## src/rtl/nibble_serial_adder.sv

```systemverilog
// Digit-serial adder: one 4-bit digit per cycle using a conditional-sum nibble
// stage, wrapped in an IDLE/ADD/DONE valid-ready handshake.
module nibble_serial_adder #(
    parameter int NIBBLES = 4
) (
    input  logic                   clk,
    input  logic                   rst,
    input  logic                   in_valid,
    output logic                   in_ready,
    input  logic [4*NIBBLES-1:0]   a,
    input  logic [4*NIBBLES-1:0]   b,
    input  logic                   ci,
    output logic                   out_valid,
    input  logic                   out_ready,
    output logic [4*NIBBLES-1:0]   s,
    output logic                   co
);

    localparam int W     = 4 * NIBBLES;
    localparam int IDX_W = $clog2(NIBBLES);
    localparam logic [IDX_W-1:0] LAST_IDX = IDX_W'(NIBBLES - 1);

    typedef enum logic [1:0] {
        IDLE,
        ADD,
        DONE
    } state_t;

    state_t               r_state;
    logic [W-1:0]         r_a;
    logic [W-1:0]         r_b;
    logic [W-1:0]         r_s;
    logic                 r_carry;
    logic                 r_co;
    logic                 r_out_valid;
    logic [IDX_W-1:0]     r_idx;

    logic [3:0]           w_a_nib;
    logic [3:0]           w_b_nib;
    logic [4:0]           w_nib_sum;

    // Both carry candidates are built up front; the carry register only drives the final mux.
    function automatic logic [4:0] csel_add(input logic [3:0] x, input logic [3:0] y,
                                            input logic cin);
        logic [4:0] sum0;
        logic [4:0] sum1;
        sum0 = {1'b0, x} + {1'b0, y};
        sum1 = sum0 + 5'd1;
        return cin ? sum1 : sum0;
    endfunction

    assign w_a_nib   = r_a[{r_idx, 2'b00} +: 4];
    assign w_b_nib   = r_b[{r_idx, 2'b00} +: 4];
    assign w_nib_sum = csel_add(w_a_nib, w_b_nib, r_carry);

    assign in_ready  = (r_state == IDLE);
    assign out_valid = r_out_valid;
    assign s         = r_s;
    assign co        = r_co;

    always_ff @(posedge clk or posedge rst) begin
        if (rst) begin
            r_state     <= IDLE;
            r_a         <= '0;
            r_b         <= '0;
            r_s         <= '0;
            r_carry     <= 1'b0;
            r_co        <= 1'b0;
            r_out_valid <= 1'b0;
            r_idx       <= '0;
        end else begin
            case (r_state)
                IDLE: begin
                    if (in_valid) begin
                        r_a     <= a;
                        r_b     <= b;
                        r_carry <= ci;
                        r_idx   <= '0;
                        r_s     <= '0;
                        r_state <= ADD;
                    end
                end
                ADD: begin
                    r_s[{r_idx, 2'b00} +: 4] <= w_nib_sum[3:0];
                    r_carry                  <= w_nib_sum[4];
                    if (r_idx == LAST_IDX) begin
                        r_co        <= w_nib_sum[4];
                        r_out_valid <= 1'b1;
                        r_idx       <= '0;
                        r_state     <= DONE;
                    end else begin
                        r_idx <= r_idx + 1'b1;
                    end
                end
                DONE: begin
                    if (out_ready) begin
                        r_out_valid <= 1'b0;
                        r_state     <= IDLE;
                    end
                end
                default: begin
                    r_state <= IDLE;
                end
            endcase
        end
    end

endmodule

```

## config.mk

```make
export PLATFORM = sky130hd
export DESIGN_NAME = nibble_serial_adder
export DESIGN_NICKNAME = d
export VERILOG_FILES = /design/src/rtl/nibble_serial_adder.sv
export SDC_FILE = /design/constraint.sdc
export NUM_CORES = 1
export LEC_CHECK = 0
export BUFFER_PORTS_ARGS = -buffer_cell sky130_fd_sc_hd__buf_2
export CORE_AREA = 3 3 82 84
export DETAILED_ROUTE_END_ITERATION = 8
export DIE_AREA = 0 0 85 87
export PLACE_DENSITY = 0.74
export SLEW_MARGIN = 20
export SYNTH_ARGS = -nofsm -noshare
export SYNTH_HDL_FRONTEND = slang
export SYNTH_SLANG_ARGS = --single-unit
```

## constraint.sdc

```tcl
create_clock -name clk -period 5.47 [get_ports clk]
set_input_delay 0 -clock clk [delete_from_list [all_inputs] [get_ports clk]]
set_output_delay 0 -clock clk [all_outputs]
set_load 0.005 [all_outputs]
```

### Word level (Yosys, flattened, before mapping)

Cells that the tools add are included.

| operators by class | value |
|---|---|
| shift operators | 4 |
| reduce and logical (&&, ||, !) cells | 8 |
| muxes and demuxes | 16 |
| equality and inequality tests | 6 |
| add/sub/neg operators | 4 |

Operator list:

| cell | number |
|---|---|
| $pmux W16 S2 | 1 |
| $shiftx A16 B5 Y4 | 2 |
| $bwmux W16 | 1 |
| $mux W16 | 1 |
| $shift A4 B6 Y16 const A | 1 |
| $shiftx A4 B6 Y16 | 1 |
| $mux W2 | 5 |
| $ne A2 B2 Y1 const B | 3 |
| $neg A4 Y6 | 1 |
| $pmux W2 S3 | 1 |
| $reduce_and A2 Y1 | 3 |
| $reduce_and A3 Y1 | 2 |
| $add A4 B4 Y5 | 1 |
| $add A5 B1 Y5 const B | 1 |
| $mux W5 | 1 |
| $eq A2 B2 Y1 const B | 2 |
| $pmux W1 S2 | 2 |
| $pmux W2 S2 | 1 |
| $reduce_bool A2 Y1 | 2 |
| $mux W1 | 3 |
| $add A2 B1 Y2 const B | 1 |
| $eq A2 B1 Y1 const B | 1 |
| $logic_not A2 Y1 | 1 |

| word-level totals | value |
|---|---|
| register bits after elaboration | 55 |
| output and inout port bits | 19 |

### Longest topological paths before layout

Gate-level depths: netlist of the first run.

| depth | value |
|---|---|
| depth after elaboration | 7 |
| gate-level depth with buffers | 9 |

### Worst setup path after synthesis of the first run

No wires, ideal clock.

| timing path | value |
|---|---|
| path type | register to register |
| start | reg r_idx[0] |
| end | reg r_carry |
| cell stages (with the launch flop) | 10 |
| path slack | 2262 ps |
| data arrival time | 3139 ps |
| clock period less this slack | 3208 ps |
| library setup time | 69 ps |
| path buffers | 2 |
| cells stage by stage | dfrtp_1 -> clkbuf_1 -> buf_2 -> mux4_2 -> ha_1 -> fa_1 -> ha_1 -> o2111ai_1 -> or4b_1 -> nand3_1 |

| between the ends | value |
|---|---|
| cells in the longest elaborated chain, start to end | 5 |
| elaborated cells on any way between the ends | 6 |
| classes of those cells | add/sub: 2; shift: 2; mux: 2 |

Ends and longest elaborated chain:

| element | RTL line | text |
|---|---|---|
| start: declaration | 36 | `logic [IDX_W-1:0] r_idx;` |
| start signal: assignment | 92 | `r_idx <= r_idx + 1'b1;` |
| $shiftx A16 B5 Y4, on equally long branches | 52, 53 |  |
| $add A4 B4 Y5 * | 47 | `sum0 = {1'b0, x} + {1'b0, y};` |
| $add A5 B1 Y5 | 48 | `sum1 = sum0 + 5'd1;` |
| $mux W5 * | 49 | `return cin ? sum1 : sum0;` |
| $pmux W1 S2 * | 72 | `case (r_state)` |
| end signal: assignment | 77 | `r_carry <= ci;` |
| end signal: assignment | 85 | `r_carry <= w_nib_sum[4];` |
| end: declaration | 33 | `logic r_carry;` |

Every way passes the cells marked *; elsewhere a longest branch is shown, timed or not.
A chain may end at the register's enable or synchronous reset.

### Worst setup path after layout of the first run

Ends and elaborated chain as after synthesis.

==> metrics.txt, run 1 <==
# TYPE chip_impl_metric gauge
chip_impl_info{name="result_of_the_run",value="finished, final reports clean"} 1
chip_impl_metric{name="critical-path-max-stage-delay",unit="ns"} 0.87
chip_impl_metric{name="chipHeight",unit="um"} 87
chip_impl_info{name="cell_chain_critical_path",value="mux4_2 -> ha_1 -> fa_1 -> ha_1 -> o2111ai_1 -> or4b_1 -> nand3_1"} 1
chip_impl_metric{name="synth_area_per_cell",unit="um2"} 13.1
chip_impl_metric{name="clkLatencyLatePin",unit="ns"} 0.31
chip_impl_metric{name="final_critical_path_setup_slack",unit="ns"} 2.09
chip_impl_metric{name="initial_cell_density_of_the_core",unit=""} 0.449
chip_impl_metric{name="place.detailed.instances",unit=""} 328
chip_impl_metric{name="power.net_switching",unit="mW"} 0.969
chip_impl_metric{name="detailroute.via_count",unit=""} 1996
chip_impl_metric{name="clock.fmax",unit="MHz"} 295
chip_impl_metric{name="cp_data_required_time",unit="ns"} 5.72
chip_impl_metric{name="timing.final.crit_period",unit="ns"} 3.38
chip_impl_info{name="worst_path_most_repeated_cell",value="sky130_fd_sc_hd__ha_1"} 1
chip_impl_info{name="rsz0062_at_grt",value="no"} 1
chip_impl_metric{name="firstDrtPassIters",unit=""} 4
chip_impl_metric{name="grt_max_degree",unit=""} 56
chip_impl_metric{name="cp_num_buf_inv",unit=""} 0
chip_impl_metric{name="p_per_area",unit="nW/um2"} 655
chip_impl_metric{name="port_buffers",unit=""} 55
chip_impl_info{name="cell_taking_the_most_area_after_synthesis",value="sky130_fd_sc_hd__dfrtp_1"} 1
chip_impl_metric{name="horizontal_die_dimension",unit="um"} 85
chip_impl_metric{name="p_leak",unit="nW"} 1.59
chip_impl_metric{name="yosysWarningCount",unit=""} 0
chip_impl_metric{name="dr_wl_met2",unit="mm"} 2.78
chip_impl_info{name="worst-setup-path-type",value="reg2reg"} 1
chip_impl_metric{name="sequentialPowerShare",unit=""} 0.326
chip_impl_metric{name="cap_viol_max_count",unit=""} 0
chip_impl_metric{name="arrival",unit="ns"} 3.63
chip_impl_metric{name="postSynthNetCount",unit=""} 253
chip_impl_metric{name="postCtsResizedCells",unit=""} 0
chip_impl_metric{name="cts_htree_levels",unit=""} 2
chip_impl_info{name="synth_top_flop_cell",value="sky130_fd_sc_hd__dfrtp_1"} 1
chip_impl_info{name="tritoncts",value="built"} 1
chip_impl_metric{name="grt_usage",unit=""} 0.165
chip_impl_metric{name="area_delta_synth_final",unit="%"} 28.9
chip_impl_metric{name="drt.antenna.violating_nets",unit=""} 0
chip_impl_info{name="setup.worst_path.end_class",value="register"} 1
chip_impl_metric{name="power_frac_comb",unit=""} 0.575
chip_impl_metric{name="placeableCoreArea",unit="um2"} 5990
chip_impl_metric{name="cts.sink_count",unit=""} 55
chip_impl_metric{name="worstMarginPinSlew",unit="ns"} 0.790
chip_impl_info{name="top_layer_used_by_detailed_routing",value="met4"} 1
chip_impl_metric{name="fin_cells",unit=""} 371
chip_impl_metric{name="yosysSeqAreaShare",unit=""} 0.511
chip_impl_metric{name="synth_area",unit="um2"} 2690
chip_impl_info{name="ctsRootBufferMaster",value="sky130_fd_sc_hd__clkbuf_8"} 1
chip_impl_metric{name="yosysTopAreaCellShare",unit=""} 0.511
chip_impl_metric{name="path_max_fanout",unit=""} 17
chip_impl_metric{name="hold_violations",unit=""} 0
chip_impl_metric{name="timing.final.setup_violations",unit=""} 0
chip_impl_metric{name="post_drt_wl_per_cell",unit="um"} 15.3
chip_impl_metric{name="clk_path_buf_depth",unit=""} 2
chip_impl_metric{name="timing.max_slew.rel_slack",unit=""} 0.473
chip_impl_metric{name="grt_antenna_before_repair",unit=""} 0
chip_impl_metric{name="cts.reportedPaths.clkPinSlew",unit="ns"} 0.09
chip_impl_metric{name="fin_worst_skew",unit="ns"} 0.00814
chip_impl_metric{name="power_switching_share",unit=""} 0.427
chip_impl_metric{name="drtIter0Drc",unit=""} 89
chip_impl_metric{name="ir_drop",unit="mV"} 0.353
chip_impl_info{name="crit_path_top_delay_cell",value="sky130_fd_sc_hd__dfrtp_1"} 1
chip_impl_metric{name="internal_power_consumption",unit="mW"} 1.30
chip_impl_metric{name="report.final.slew_viol_count",unit=""} 0
chip_impl_metric{name="fin_crit_sh",unit=""} 0.619
chip_impl_metric{name="synthesis.instances",unit=""} 206
chip_impl_metric{name="die_area",unit="um2"} 7400
chip_impl_metric{name="asyncSetResetFlopFracSynth",unit=""} 1.00
chip_impl_metric{name="rows",unit=""} 28
chip_impl_metric{name="place.detailed.hpwl",unit="mm"} 3.95
chip_impl_info{name="netlist_top_cells_area",value="sky130_fd_sc_hd__dfrtp_1 51%, sky130_fd_sc_hd__mux2_2 13%, sky130_fd_sc_hd__mux4_2 6.7%, sky130_fd_sc_hd__ha_1 4.2%, sky130_fd_sc_hd__o2bb2ai_1 2.9%"} 1
chip_impl_metric{name="layout-drive-gt1-share",unit=""} 0.385
chip_impl_metric{name="detail_route.drc_violations",unit=""} 0
chip_impl_metric{name="grt-ovfl-total",unit=""} 0
chip_impl_info{name="worstSetupStartpointType",value="register"} 1
chip_impl_metric{name="route.final.wire_length",unit="mm"} 5.66
chip_impl_info{name="hold_path.class",value="in2reg"} 1
chip_impl_metric{name="grt_first_pass_wirelength",unit="mm"} 9.60
chip_impl_info{name="ys_top_cells_by_count",value="55 x sky130_fd_sc_hd__dfrtp_1, 32 x sky130_fd_sc_hd__mux2_2, 12 x sky130_fd_sc_hd__nand2_1"} 1
chip_impl_metric{name="io-pin-count",unit=""} 56
chip_impl_metric{name="cts_buffers",unit=""} 5
chip_impl_info{name="dominant_cell_by_count_in_the_synthesized_netlist",value="sky130_fd_sc_hd__dfrtp_1"} 1
chip_impl_metric{name="final_nets",unit=""} 342
chip_impl_metric{name="wl_met1",unit="mm"} 2.55
chip_impl_metric{name="viasPerCell",unit=""} 5.38
chip_impl_metric{name="yosys_register_bits",unit=""} 55
chip_impl_metric{name="gp_congestion",unit=""} 0.811
chip_impl_info{name="critPathTopFamily",value="adder cells"} 1
chip_impl_metric{name="n_antenna_cell",unit=""} 0
chip_impl_metric{name="wire_length_on_met3",unit="um"} 273
chip_impl_metric{name="clock_power_share",unit=""} 0.099
chip_impl_metric{name="netlist-cell-type-count",unit=""} 39
chip_impl_metric{name="vias_in_the_first_global_route",unit=""} 1996
chip_impl_metric{name="timing.setup.tns",unit="ns"} 0
chip_impl_metric{name="synth_enable_flop_cells",unit=""} 0
chip_impl_metric{name="post-place-ws",unit="ns"} 2.06
## kinds of logic after synthesis
kind of cell	synth area share
DFF	0.511
AOI/OAI and AO/OA	0.119
muxes	0.205
and+or+nand+nor	0.0735
buffers and inverters	0.0288
adders and majority gates	0.0493
xor gates and xnor gates	0.0130
## sequential cells by signal (all words and copies together) (netlist names)
name	flops
r_b	16
s	16
co	1
out_valid	1
r_state	2
r_carry	1
r_idx	2
r_a	16
## power groups by stage
stage | combinational (mW) | clock (mW) | sequential [mW]
after CTS | 1.32 | 0.233 | 0.741
final | 1.31 | 0.226 | 0.740
after global routing | 1.47 | 0.246 | 0.765
after detailed placement | 1.30 | 0 | 0.751
after global placement | 1.26 | 0 | 0.741
after floorplan | 1.06 | 0 | 0.662
## cell usage in the layout (no fill, tap or decap), types with 4 or more instances in the layout
master,n
sky130_fd_sc_hd__dfrtp_1,55
sky130_fd_sc_hd__buf_2,55
sky130_fd_sc_hd__dlygate4sd3_1,35
sky130_fd_sc_hd__mux2_2,32
sky130_fd_sc_hd__nand2_1,12
sky130_fd_sc_hd__o2bb2ai_1,9
sky130_fd_sc_hd__ha_1,9
sky130_fd_sc_hd__inv_1,8
sky130_fd_sc_hd__mux4_2,8
sky130_fd_sc_hd__o21ai_0,7
sky130_fd_sc_hd__a21oi_1,6
sky130_fd_sc_hd__nor2_1,6
sky130_fd_sc_hd__clkbuf_8,5
sky130_fd_sc_hd__nand3_1,4
## path summary, 6_finish.rpt
check	startpoint	endpoint	slack, ns	cells past startpoint
max reg2reg	r_idx[0]	r_carry	2.09	7
min in group asynchronous	rst	s[12]	0.41	4
max	r_idx[0]	r_carry	2.09	7
min reg2reg	s[6]	s[6]	0.48	2
max in group asynchronous	rst	r_state[1]	4.60	4
min	in_valid	r_carry	0.02	3
## layer usage
metal | GRT usage | vias up
li1 | - | 942
met1 | 0.221 | 997
met5 | 0 | -
met4 | 0.0518 | 0
met2 | 0.270 | 50
met3 | 0.0322 | 7
## through the flow
step                 util  total power, mW  cell area [um2]  hold WS [ns]
floorplan               -             1.72             2690        0.0863
global placement    0.506             2.00             3030         0.196
detailed placement  0.506             2.05             3030         0.205
CTS                 0.579             2.29             3470       0.00506
global route        0.579             2.48             3470        0.0520
finish              0.579             2.27             3470        0.0190
## what timing repair did
action | 4_1_cts | 5_1_grt
hold buffers | 35 | 0
endpoints found under the hold margin | 90 | 0
setup buffers | 0 | 0
## worst register-to-register path, delay by kind of cell (launching register included)
| family | cells | cell delay [ns] |
|---|---|---|
| muxes | 1 | 0.60 |
| and+or+nand+nor | 2 | 0.63 |
| DFF | 1 | 0.87 |
| adders and majority gates | 3 | 1.05 |
| AOI/OAI and AO/OA | 1 | 0.18 |
## final cells by class
| cell class | count | area [um2] |
|---|---|---|
| Fill cell | 495 | 2520 |
| Sequential cell | 55 | 1380 |
| Multi-Input combinational cell | 132 | 1240 |
| Timing Repair Buffer | 92 | 641 |
| Tap cell | 75 | 93.8 |
| Clock buffer | 5 | 68.8 |
| Inverter | 9 | 33.8 |
| Clock inverter | 3 | 18.8 |
(Power assumes the default switching activity.)
==> inputs of run 2 (changes only) <==
==> constraint.sdc (replaced) <==
create_clock -name clk -period 3.3 [get_ports clk]
set_input_delay 0 -clock clk [delete_from_list [all_inputs] [get_ports clk]]
set_output_delay 0 -clock clk [all_outputs]
set_load 0.005 [all_outputs]
==> metrics.txt, run 2 (synthesis gave the netlist of run 1 again) <==
# TYPE chip_impl_metric gauge
chip_impl_metric{name="cap_viol_max_count",unit=""} 0
chip_impl_metric{name="detail_route.drc_violations",unit=""} 0
chip_impl_metric{name="power_frac_comb",unit=""} 0.586
chip_impl_metric{name="port_buffers",unit=""} 55
chip_impl_metric{name="cp_data_required_time",unit="ns"} 3.56
chip_impl_metric{name="p_per_area",unit="nW/um2"} 1090
chip_impl_info{name="worst-setup-path-type",value="reg2reg"} 1
chip_impl_metric{name="post_drt_wl_per_cell",unit="um"} 15.4
chip_impl_metric{name="n_antenna_cell",unit=""} 0
chip_impl_info{name="ctsRootBufferMaster",value="sky130_fd_sc_hd__clkbuf_8"} 1
chip_impl_info{name="worstSetupStartpointType",value="register"} 1
chip_impl_metric{name="timing.final.setup_violations",unit=""} 0
chip_impl_info{name="rsz0062_at_grt",value="no"} 1
chip_impl_metric{name="finalHoldWorstSlack",unit="ns"} 0.0930
chip_impl_metric{name="place_area",unit="um2"} 3050
chip_impl_metric{name="route.final.wire_length",unit="mm"} 5.76
chip_impl_metric{name="area_delta_synth_final",unit="%"} 30.5
chip_impl_metric{name="initial_cell_density_of_the_core",unit=""} 0.449
chip_impl_metric{name="grt_usage",unit=""} 0.171
chip_impl_metric{name="rows",unit=""} 28
chip_impl_metric{name="wire_length_on_met3",unit="um"} 290
chip_impl_metric{name="grt_first_pass_wirelength",unit="mm"} 9.98
chip_impl_metric{name="final_core_density",unit=""} 0.586
chip_impl_metric{name="io-pin-count",unit=""} 56
chip_impl_metric{name="chipHeight",unit="um"} 87
chip_impl_metric{name="horizontal_die_dimension",unit="um"} 85
chip_impl_metric{name="timing.setup.tns",unit="ns"} 0
chip_impl_metric{name="drt.antenna.violating_nets",unit=""} 0
chip_impl_metric{name="p_leak",unit="nW"} 1.61
chip_impl_metric{name="final_nets",unit=""} 346
chip_impl_metric{name="place.detailed.hpwl",unit="mm"} 4.04
chip_impl_metric{name="place.detailed.instances",unit=""} 331
chip_impl_info{name="result_of_the_run",value="finished, final reports clean"} 1
chip_impl_metric{name="clkLatencyLatePin",unit="ns"} 0.32
chip_impl_metric{name="grt-ovfl-total",unit=""} 0
chip_impl_metric{name="timing.max_slew.rel_slack",unit=""} 0.560
chip_impl_metric{name="internal_power_consumption",unit="mW"} 2.20
chip_impl_metric{name="power_switching_share",unit=""} 0.427
chip_impl_info{name="tritoncts",value="built"} 1
chip_impl_metric{name="cts_htree_levels",unit=""} 2
chip_impl_metric{name="viasPerCell",unit=""} 5.31
chip_impl_metric{name="clock.fmax",unit="MHz"} 333
chip_impl_info{name="top_layer_used_by_detailed_routing",value="met4"} 1
chip_impl_metric{name="cts_setup_buffers",unit=""} 0
chip_impl_metric{name="final_design_area_no_fill",unit="um2"} 3510
chip_impl_metric{name="die_area",unit="um2"} 7400
chip_impl_metric{name="cts-hold-fix-buffers",unit=""} 36
chip_impl_info{name="hold_path.class",value="in2reg"} 1
chip_impl_metric{name="timing.final.crit_period",unit="ns"} 3.00
chip_impl_metric{name="drtIter0Drc",unit=""} 61
chip_impl_metric{name="placeableCoreArea",unit="um2"} 5990
chip_impl_info{name="setup.worst_path.end_class",value="register"} 1
chip_impl_metric{name="fin_crit_sh",unit=""} 0.910
chip_impl_metric{name="report.final.slew_viol_count",unit=""} 0
chip_impl_metric{name="grt_antenna_before_repair",unit=""} 0
chip_impl_metric{name="power.net_switching",unit="mW"} 1.64
chip_impl_metric{name="cts.sink_count",unit=""} 55
chip_impl_metric{name="vias_in_the_first_global_route",unit=""} 2066
chip_impl_metric{name="worstMarginPinSlew",unit="ns"} 0.660
chip_impl_metric{name="dr_wl_met2",unit="mm"} 2.93
chip_impl_metric{name="layout-drive-gt1-share",unit=""} 0.390
chip_impl_metric{name="gp_congestion",unit=""} 0.835
chip_impl_metric{name="fin_cells",unit=""} 375
chip_impl_metric{name="number_of_fill_cells_in_the_layout",unit=""} 491
chip_impl_metric{name="detailroute.via_count",unit=""} 1991
chip_impl_metric{name="firstDrtPassIters",unit=""} 4
chip_impl_metric{name="grt_max_degree",unit=""} 56
chip_impl_metric{name="ir_drop",unit="mV"} 0.712
chip_impl_info{name="final_cell_mix",value="55 x sky130_fd_sc_hd__dfrtp_1, 55 x sky130_fd_sc_hd__buf_2, 36 x sky130_fd_sc_hd__dlygate4sd3_1"} 1
chip_impl_metric{name="wl_met1",unit="mm"} 2.49
chip_impl_metric{name="hold_violations",unit=""} 0
chip_impl_metric{name="postCtsResizedCells",unit=""} 0
chip_impl_metric{name="clk_path_buf_depth",unit=""} 2
chip_impl_metric{name="path_max_fanout",unit=""} 6
chip_impl_metric{name="sequentialPowerShare",unit=""} 0.311
chip_impl_metric{name="clock_power_share",unit=""} 0.103
chip_impl_metric{name="cts_buffers",unit=""} 5
chip_impl_metric{name="fin_worst_skew",unit="ns"} 0.00837
chip_impl_metric{name="cts.reportedPaths.clkPinSlew",unit="ns"} 0.10
chip_impl_metric{name="arrival",unit="ns"} 3.26
[run 2: worst paths after layout]
path	from	endpoint	slack [ns]	depth (start not counted)
max in group asynchronous	rst	r_state[1]	2.46	4
min in group asynchronous	rst	r_b[5]	0.40	4
hold / removal	in_valid	r_state[0]	0.09	3
setup reg to reg	r_idx[0]	r_carry	0.30	7
setup / recovery	r_idx[0]	r_carry	0.30	7
hold reg to reg	s[6]	s[6]	0.49	2
[run 2: routing by layer]
metal | track usage | vias up
met1 | 0.212 | 983
li1 | - | 948
met4 | 0.0345 | 0
met2 | 0.298 | 54
met3 | 0.0482 | 6
met5 | 0 | -
[run 2: power groups by stage]
stage	registers, mW	clock network [mW]	logic, mW
final	1.19	0.396	2.24
after global routing	1.24	0.434	2.50
after CTS	1.20	0.403	2.27
after detailed placement	1.21	0	2.22
after global placement	1.20	0	2.15
after floorplan	1.10	0	1.76
[run 2: area by class of cell]
cell class | count | area [um2] | area share
Tap cell | 75 | 93.8 | 0.0267
Timing Repair Buffer | 96 | 673 | 0.192
Multi-Input combinational cell | 132 | 1240 | 0.352
Sequential cell | 55 | 1380 | 0.392
Clock inverter | 3 | 27.5 | 0.00784
Inverter | 9 | 33.8 | 0.00962
Clock buffer | 5 | 68.8 | 0.0196
[run 2: stage by stage]
step                power (mW)  setup WS [ns]
floorplan                 2.86         0.0925
global placement          3.35          0.396
detailed placement        3.43          0.283
CTS                       3.87          0.253
global route              4.18         0.0889
finish                    3.83          0.298
[run 2: worst max-delay path, stage by stage, from the launching register on]
cell,delay [ns]
sky130_fd_sc_hd__dfrtp_1,0.55
sky130_fd_sc_hd__mux4_2,0.56
sky130_fd_sc_hd__ha_1,0.27
sky130_fd_sc_hd__fa_1,0.58
sky130_fd_sc_hd__ha_1,0.20
sky130_fd_sc_hd__o2111ai_1,0.18
sky130_fd_sc_hd__or4b_1,0.53
sky130_fd_sc_hd__nand3_1,0.09
